### config.mk
export PLATFORM = sky130hd
export DESIGN_NAME = mem_arbiter
export DESIGN_NICKNAME = d
export VERILOG_FILES = /design/src/rtl/mem_arbiter.sv
export SDC_FILE = /design/constraint.sdc
export NUM_CORES = 1
export LEC_CHECK = 0
export BUFFER_PORTS_ARGS = -buffer_cell sky130_fd_sc_hd__buf_4
export CAP_MARGIN = 5
export CORE_AREA = 2 2 121 123
export DETAILED_ROUTE_END_ITERATION = 8
export DIE_AREA = 0 0 123 125
export PLACE_DENSITY = 0.56
export SETUP_SLACK_MARGIN = 0.05
export SYNTH_ARGS = -nofsm -noshare
export SYNTH_HDL_FRONTEND = slang
export SYNTH_SLANG_ARGS = --single-unit
### constraint.sdc
create_clock -name clk -period 3.3 [get_ports clk]
set_clock_uncertainty 0.1 [all_clocks]
set_input_delay 0.495 -clock clk [delete_from_list [all_inputs] [get_ports clk]]
set_output_delay 0.495 -clock clk [all_outputs]
set_load 0.005 [all_outputs]
### src/rtl/mem_arbiter.sv
// Two-port arbiter sharing one synchronous memory between the core and an aux master (loader/DMA).
// Latency: grant is combinational (0 cycles), read data returns to the owner 1 cycle after grant.
// Backpressure: a requester holds req/payload until gnt; aux locks are bounded by MAX_LOCK core wait cycles.
module mem_arbiter #(
    parameter int ADDR_W   = 32,
    parameter int DATA_W   = 32,
    parameter int MAX_LOCK = 16
) (
    input  logic                clk,
    input  logic                rst,
    // core port
    input  logic                c_req,
    input  logic                c_we,
    input  logic [ADDR_W-1:0]   c_addr,
    input  logic [DATA_W-1:0]   c_wdata,
    input  logic [DATA_W/8-1:0] c_wstrb,
    output logic                c_gnt,
    output logic                c_rvalid,
    output logic [DATA_W-1:0]   c_rdata,
    // auxiliary port
    input  logic                a_req,
    input  logic                a_we,
    input  logic                a_lock,
    input  logic [ADDR_W-1:0]   a_addr,
    input  logic [DATA_W-1:0]   a_wdata,
    input  logic [DATA_W/8-1:0] a_wstrb,
    output logic                a_gnt,
    output logic                a_rvalid,
    output logic [DATA_W-1:0]   a_rdata,
    // memory macro
    output logic                mem_en,
    output logic                mem_we,
    output logic [ADDR_W-1:0]   mem_addr,
    output logic [DATA_W-1:0]   mem_wdata,
    output logic [DATA_W/8-1:0] mem_wstrb,
    input  logic [DATA_W-1:0]   mem_rdata
);

    typedef enum logic [1:0] {
        ST_IDLE   = 2'd0,
        ST_LOCKED = 2'd1,
        ST_BREAK  = 2'd2
    } state_t;

    // MAX_LOCK is limited to 1..255, so an 8-bit wait counter always suffices
    localparam logic [7:0] MAX_CNT = 8'(MAX_LOCK);

    state_t     state, state_nxt;
    logic       last_aux, last_aux_nxt;   // 1: aux was granted most recently
    logic [7:0] wait_cnt, wait_cnt_nxt;

    // Grant decision: round-robin when idle, aux-only while locked, core-only while breaking a lock
    always_comb begin
        c_gnt = 1'b0;
        a_gnt = 1'b0;
        if (!rst) begin
            case (state)
                ST_IDLE: begin
                    if (c_req && a_req) begin
                        c_gnt = last_aux;
                        a_gnt = !last_aux;
                    end else begin
                        c_gnt = c_req;
                        a_gnt = a_req;
                    end
                end
                ST_LOCKED: a_gnt = a_req;
                ST_BREAK:  c_gnt = c_req;
                default: begin
                    c_gnt = 1'b0;
                    a_gnt = 1'b0;
                end
            endcase
        end
    end

    // Next state, starvation counter and round-robin pointer
    always_comb begin
        state_nxt    = state;
        wait_cnt_nxt = '0;
        last_aux_nxt = last_aux;

        case (state)
            ST_IDLE: begin
                if (a_gnt && a_lock)
                    state_nxt = ST_LOCKED;
            end
            ST_LOCKED: begin
                // a final aux beat wins over the guard firing in the same cycle
                if (a_gnt && !a_lock)
                    state_nxt = ST_IDLE;
                else if (wait_cnt == MAX_CNT)
                    state_nxt = ST_BREAK;
            end
            ST_BREAK: begin
                if (c_gnt || !c_req)
                    state_nxt = ST_IDLE;
            end
            default: state_nxt = ST_IDLE;
        endcase

        // counter only runs while the core is actually stuck behind the lock
        if (state == ST_LOCKED && state_nxt == ST_LOCKED && c_req)
            wait_cnt_nxt = (wait_cnt == MAX_CNT) ? wait_cnt : wait_cnt + 8'd1;

        if (c_gnt)
            last_aux_nxt = 1'b0;
        else if (a_gnt)
            last_aux_nxt = 1'b1;
    end

    // State registers; reset leaves aux as last owner so the core wins the first contention
    always_ff @(posedge clk or posedge rst) begin
        if (rst) begin
            state    <= ST_IDLE;
            last_aux <= 1'b1;
            wait_cnt <= '0;
        end else begin
            state    <= state_nxt;
            last_aux <= last_aux_nxt;
            wait_cnt <= wait_cnt_nxt;
        end
    end

    // Memory request mux; idle cycles present the core payload with enables and strobes low
    always_comb begin
        mem_en    = c_gnt | a_gnt;
        mem_we    = a_gnt ? a_we : (c_gnt & c_we);
        mem_addr  = a_gnt ? a_addr  : c_addr;
        mem_wdata = a_gnt ? a_wdata : c_wdata;
        mem_wstrb = a_gnt ? a_wstrb : (c_gnt ? c_wstrb : '0);
    end

    // Read-valid tracking: the owner of a granted read sees data the following cycle
    always_ff @(posedge clk or posedge rst) begin
        if (rst) begin
            c_rvalid <= 1'b0;
            a_rvalid <= 1'b0;
        end else begin
            c_rvalid <= c_gnt & ~c_we;
            a_rvalid <= a_gnt & ~a_we;
        end
    end

    // Read data is shared; only the port flagged by rvalid should consume it
    assign c_rdata = mem_rdata;
    assign a_rdata = mem_rdata;

endmodule

After elaboration in Yosys (flattened, before gate mapping). Index checks and enable logic that the tools add are counted.

Reduce and logical (&&, ||, !) cells: 11. Equal/unequal tests: 5. Bitwise gates (word level): 6. Add/subtract/negate cells: 1. Multiplexer cells: 20.

Operator list (count): $mux W32 (2); $mux W8 (2); $add A8 B1 Y8 const B (1); $eq A8 B5 Y1 const B (1); $mux W2 (4); $mux W4 (2); $mux W1 (7); $pmux W2 S3 (1); $logic_and A1 B1 Y1 (5); $eq A2 B1 Y1 const B (2); $pmux W1 S2 (2); $and A1 B1 Y1 (3); $logic_not A1 Y1 (3); $eq A2 B2 Y1 const B (1); $logic_not A2 Y1 (1); $ne A2 B2 Y1 const B (1); $not A1 Y1 (2); $reduce_bool A2 Y1 (1); $logic_or A1 B1 Y1 (1); $or A1 B1 Y1 (1).

Bits in registers: 13. Input port bits: 175. Word-level logic and storage cells: 48.

Depth between registers and ports, before layout.
Word-level depth: 11. Mapped depth: 5.

Least setup slack after synthesis. No wires, ideal clock.

Kind: register to output. Start: register last_aux. End: output port mem_addr[23]. Setup slack: 1.294 ns. Path buffers: 2. Data arrival time: 1.411 ns. Required time: 2.705 ns. Stages on the path, launching flop included: 6. Cell sequence: dfstp_2 nand3b_1 nand2_2 buf_6 buf_6 mux2_4.

Cells in the longest elaborated chain, start to end: 5.

Ends and longest elaborated chain: start, declared (line 49) `logic last_aux, last_aux_nxt;`; start signal, assigned (line 120) `last_aux <= last_aux_nxt;`; $logic_not A1 Y1 (line 61) `a_gnt = !last_aux;`; $mux W1 (line 59) `if (c_req && a_req) begin`; $pmux W1 S2 (line 57) `case (state)`; $mux W1 (line 56) `if (!rst) begin`; $mux W32 (line 129) `mem_addr = a_gnt ? a_addr : c_addr;`; end, declared (line 33) `output logic [ADDR_W-1:0] mem_addr,`.

No other way between the ends.

Final worst setup path.
Start: register last_aux. End: output port mem_wstrb[3].

Cells in the longest elaborated chain, start to end: 5. Elaborated cells on any way between the ends: 9. Those cells by class: 8 x mux; 1 x reduce/logical.

Ends and longest elaborated chain: $mux W1 / $logic_not A1 Y1 (equally long branches) (line 59, 61); $pmux W1 S2 / $mux W1 (equally long branches) (line 57, 59); $mux W1 / $pmux W1 S2 (equally long branches) (line 56, 57); $mux W4 / $mux W1 (equally long branches) (line 131, 56); $mux W4 (*) (line 131) `mem_wstrb = a_gnt ? a_wstrb : (c_gnt ? c_wstrb : '0);`; end, declared (line 35) `output logic [DATA_W/8-1:0] mem_wstrb,`.

Mark *: on every way between the ends. The rest lies on a longest branch, timed or not.

==> impl_metrics.json <==
{
  "outcome": "finished clean",
  "max_stage_delay_ns": 0.55,
  "cp-end-kind": "output pin",
  "p_per_area_nw_per_um2": 242,
  "first_iter_violations": 40,
  "synthFlopType": "dfrtp_1",
  "synth_top_cell_by_area": "mux2_4",
  "synthTopCellsByArea": "mux2_4 (27%), buf_4 (22%), dfrtp_1 (14%), mux2_2 (13%), buf_6 (2.6%)",
  "core_area_um2": 14200,
  "synthAdderAreaFrac": 0.0116,
  "rsz0062_at_grt": "no",
  "clockPowerShare": 0.264,
  "synth-simple-area-share": 0.0947,
  "synthesis.area_um2": 2150,
  "cts_buffers": 3,
  "synth-compound-area-share": 0.0633,
  "synth_top_area_frac": 0.272,
  "grt_usage": 0.0847,
  "post_cts_resized": 0,
  "postRouteAntennaNets": 0,
  "path_delay_family": "buffers and inverters",
  "antenna_found_initial": 0,
  "cts_hold_buf": 0,
  "place_congestion": 0.744,
  "syn2layout_area_growth_pct": 65.0,
  "grt_max_degree": 66,
  "timing.final.crit_period_ns": 2.72,
  "cts_sinks": 13,
  "hold_path.class": "in2async",
  "io_pins": 313,
  "comb_power_share": 0.524,
  "drc": 0,
  "setup_viol": 0,
  "arrival_ns": 2.13,
  "synth_xor_area_frac": 0.0122,
  "grt_pass1_vias": 2014,
  "maxSlewViolCount": 0,
  "dp_hpwl_um": 6260,
  "layout_worst_path_cycle_share": 0.826,
  "via_per_inst": 3.87,
  "synth_top_family_by_area": "multiplexers",
  "path_clk_slew_ns": 0.04,
  "ir_drop_mv": 0.126,
  "vias": 2091,
  "port_buffers": 216,
  "h-tree-depth": 1,
  "cp_num_buf_inv": 3,
  "p_seq_frac": 0.213,
  "diodes": 0,
  "cp-start-kind": "flip-flop",
  "initial_core_util": 0.152,
  "synth_warnings": 0,
  "dr.pass1.iters": 4,
  "wire_per_inst_um": 13.7,
  "fin_cells": 541,
  "switchingPower_uw": 219,
  "most-common-layout-cells": "buf_4 (216), mux2_4 (39), mux2_2 (25), dfrtp_1 (12), nand3_1 (5)",
  "timing_worst_setup_path_type": "reg2out",
  "synth-seq-cells": 13,
  "clockBufferDepth": 2,
  "synth-edff-count": 0,
  "die-area_um2": 15400,
  "syn_nets": 386,
  "gr-total-overflow": 0,
  "relSlewSlack": 0.412,
  "p_leak_nw": 1.85,
  "postLayoutCoreUtil": 0.250,
  "seq_area_frac_synth": 0.152,
  "worst_pin_slew_ns": 0.875,
  "clkLatencyLatePin_ns": 0.24,
  "synthArstFlopShare": 1.00,
  "crit_required_ns": 2.70,
  "fin_setup_tns_ns": 0,
  "totalWireLength_um": 7390,
  "netlist_instances": 209,
  "power_uw": 862,
  "synth_mux_area_frac": 0.402,
  "die-height_um": 125,
  "hold_viol": 0,
  "cts-root-buf": "clkbuf_16",
  "sw_frac_of_total": 0.254,
  "nNetsFinal": 535,
  "drive_above_1_share": 0.810,
  "grt_pass1_wl_um": 10200,
  "die_w_um": 123,
  "crit_chain": "nand3b_1 -> nand2_4 -> buf_12 -> inv_1 -> a22o_1 -> buf_4",
  "dp.cells": 537,
  "layout.cells.most_common": "buf_4",
  "timing.fmax_ghz": 0.367,
  "cap_violations": 0,
  "intPower_uw": 643,
  "cts_tree": "yes",
  "synth_cell_type_count": 35,
  "rows": 44,
  "syn_avg_cell_area_um2": 10.3,
  "reg2reg_slack_ns": 1.40,
  "post_cts_buffers": 0,
  "cp_max_fo": 65,
  "cp_slowest_cell": "dfstp_2"
}
==> cells in the mapped netlist, types with 2 or more instances <==
master	number
inv_1	4
nand2_1	3
clkbuf_1	2
a21oi_1	3
nor3b_1	4
a22o_1	4
nand2b_1	2
o21ai_0	3
nor3_1	3
buf_4	64
xor2_1	2
nor2_1	3
mux2_2	25
nand4bb_1	2
buf_2	2
buf_6	5
nand3_1	5
mux2_4	39
dfrtp_1	12
ha_1	2
or3_1	3
a211oi_1	4
==> power by group through the flow <==
stage          logic (mW)  registers (mW)  clock network [mW]
2_1_floorplan       0.255           0.182                   0
3_3_place_gp        0.453           0.185                   0
3_5_place_dp        0.458           0.184                   0
4_1_cts             0.459           0.183               0.230
5_1_grt             0.487           0.185               0.240
6_report            0.452           0.183               0.227
==> through the flow <==
stage | area (µm²) | hold WS, ns | setup WS (ns)
2_1_floorplan | 2150 | 0.271 | 1.29
3_3_place_gp | 3480 | 0.412 | 0.837
6_report | 3560 | 0.221 | 0.575
4_1_cts | 3560 | 0.236 | 0.541
5_1_grt | 3560 | 0.270 | 0.432
3_5_place_dp | 3480 | 0.417 | 0.751
==> per-layer routing <==
layer,share of wire,up-vias,global-route usage
li1,-,967,-
met1,0.34,938,0.0923
met2,0.48,162,0.148
met3,0.15,24,0.0251
met4,0.032,0,0.0421
met5,0,-,0
==> flip-flops by register name (all words and copies together), names as in the netlist <==
| signal | flops |
|---|---|
| wait_cnt | 8 |
| state | 2 |
| a_rvalid | 1 |
| c_rvalid | 1 |
| last_aux | 1 |
==> final cells by class <==
cell class              count  area (µm²)
multi-input cells         119        1260
well taps                 184         230
inverters                   4        15.0
clock buffers               4        78.8
fillers                  1523       10600
flip-flops and latches     13         327
repair buffers            217        1640
==> path summary, 6_finish.rpt <==
kind / start / depth (start not counted) / endpoint
worst max-delay path: last_aux / 6 / mem_wstrb[3]
worst min-delay path: rst / 2 / state[1]
worst max register to register: wait_cnt[0] / 5 / state[0]
worst min register to register: last_aux / 2 / last_aux
max in group asynchronous: rst / 2 / last_aux
min in group clk: c_we / 2 / c_rvalid
==> logic make-up after synthesis <==
kind of cell,after synthesis
fa+ha+maj,2
buf+inv,77
compound gates,19
simple gates,31
xor+xnor,3
flops,13
mux,64
==> worst reg2reg max path: stages (launching register included) <==
cell	delay (ns)
dfrtp_1	0.43
inv_1	0.08
ha_1	0.15
nand4bb_1	0.13
nor4_2	0.68
a211oi_1	0.18
(Power assumes the default switching activity.)
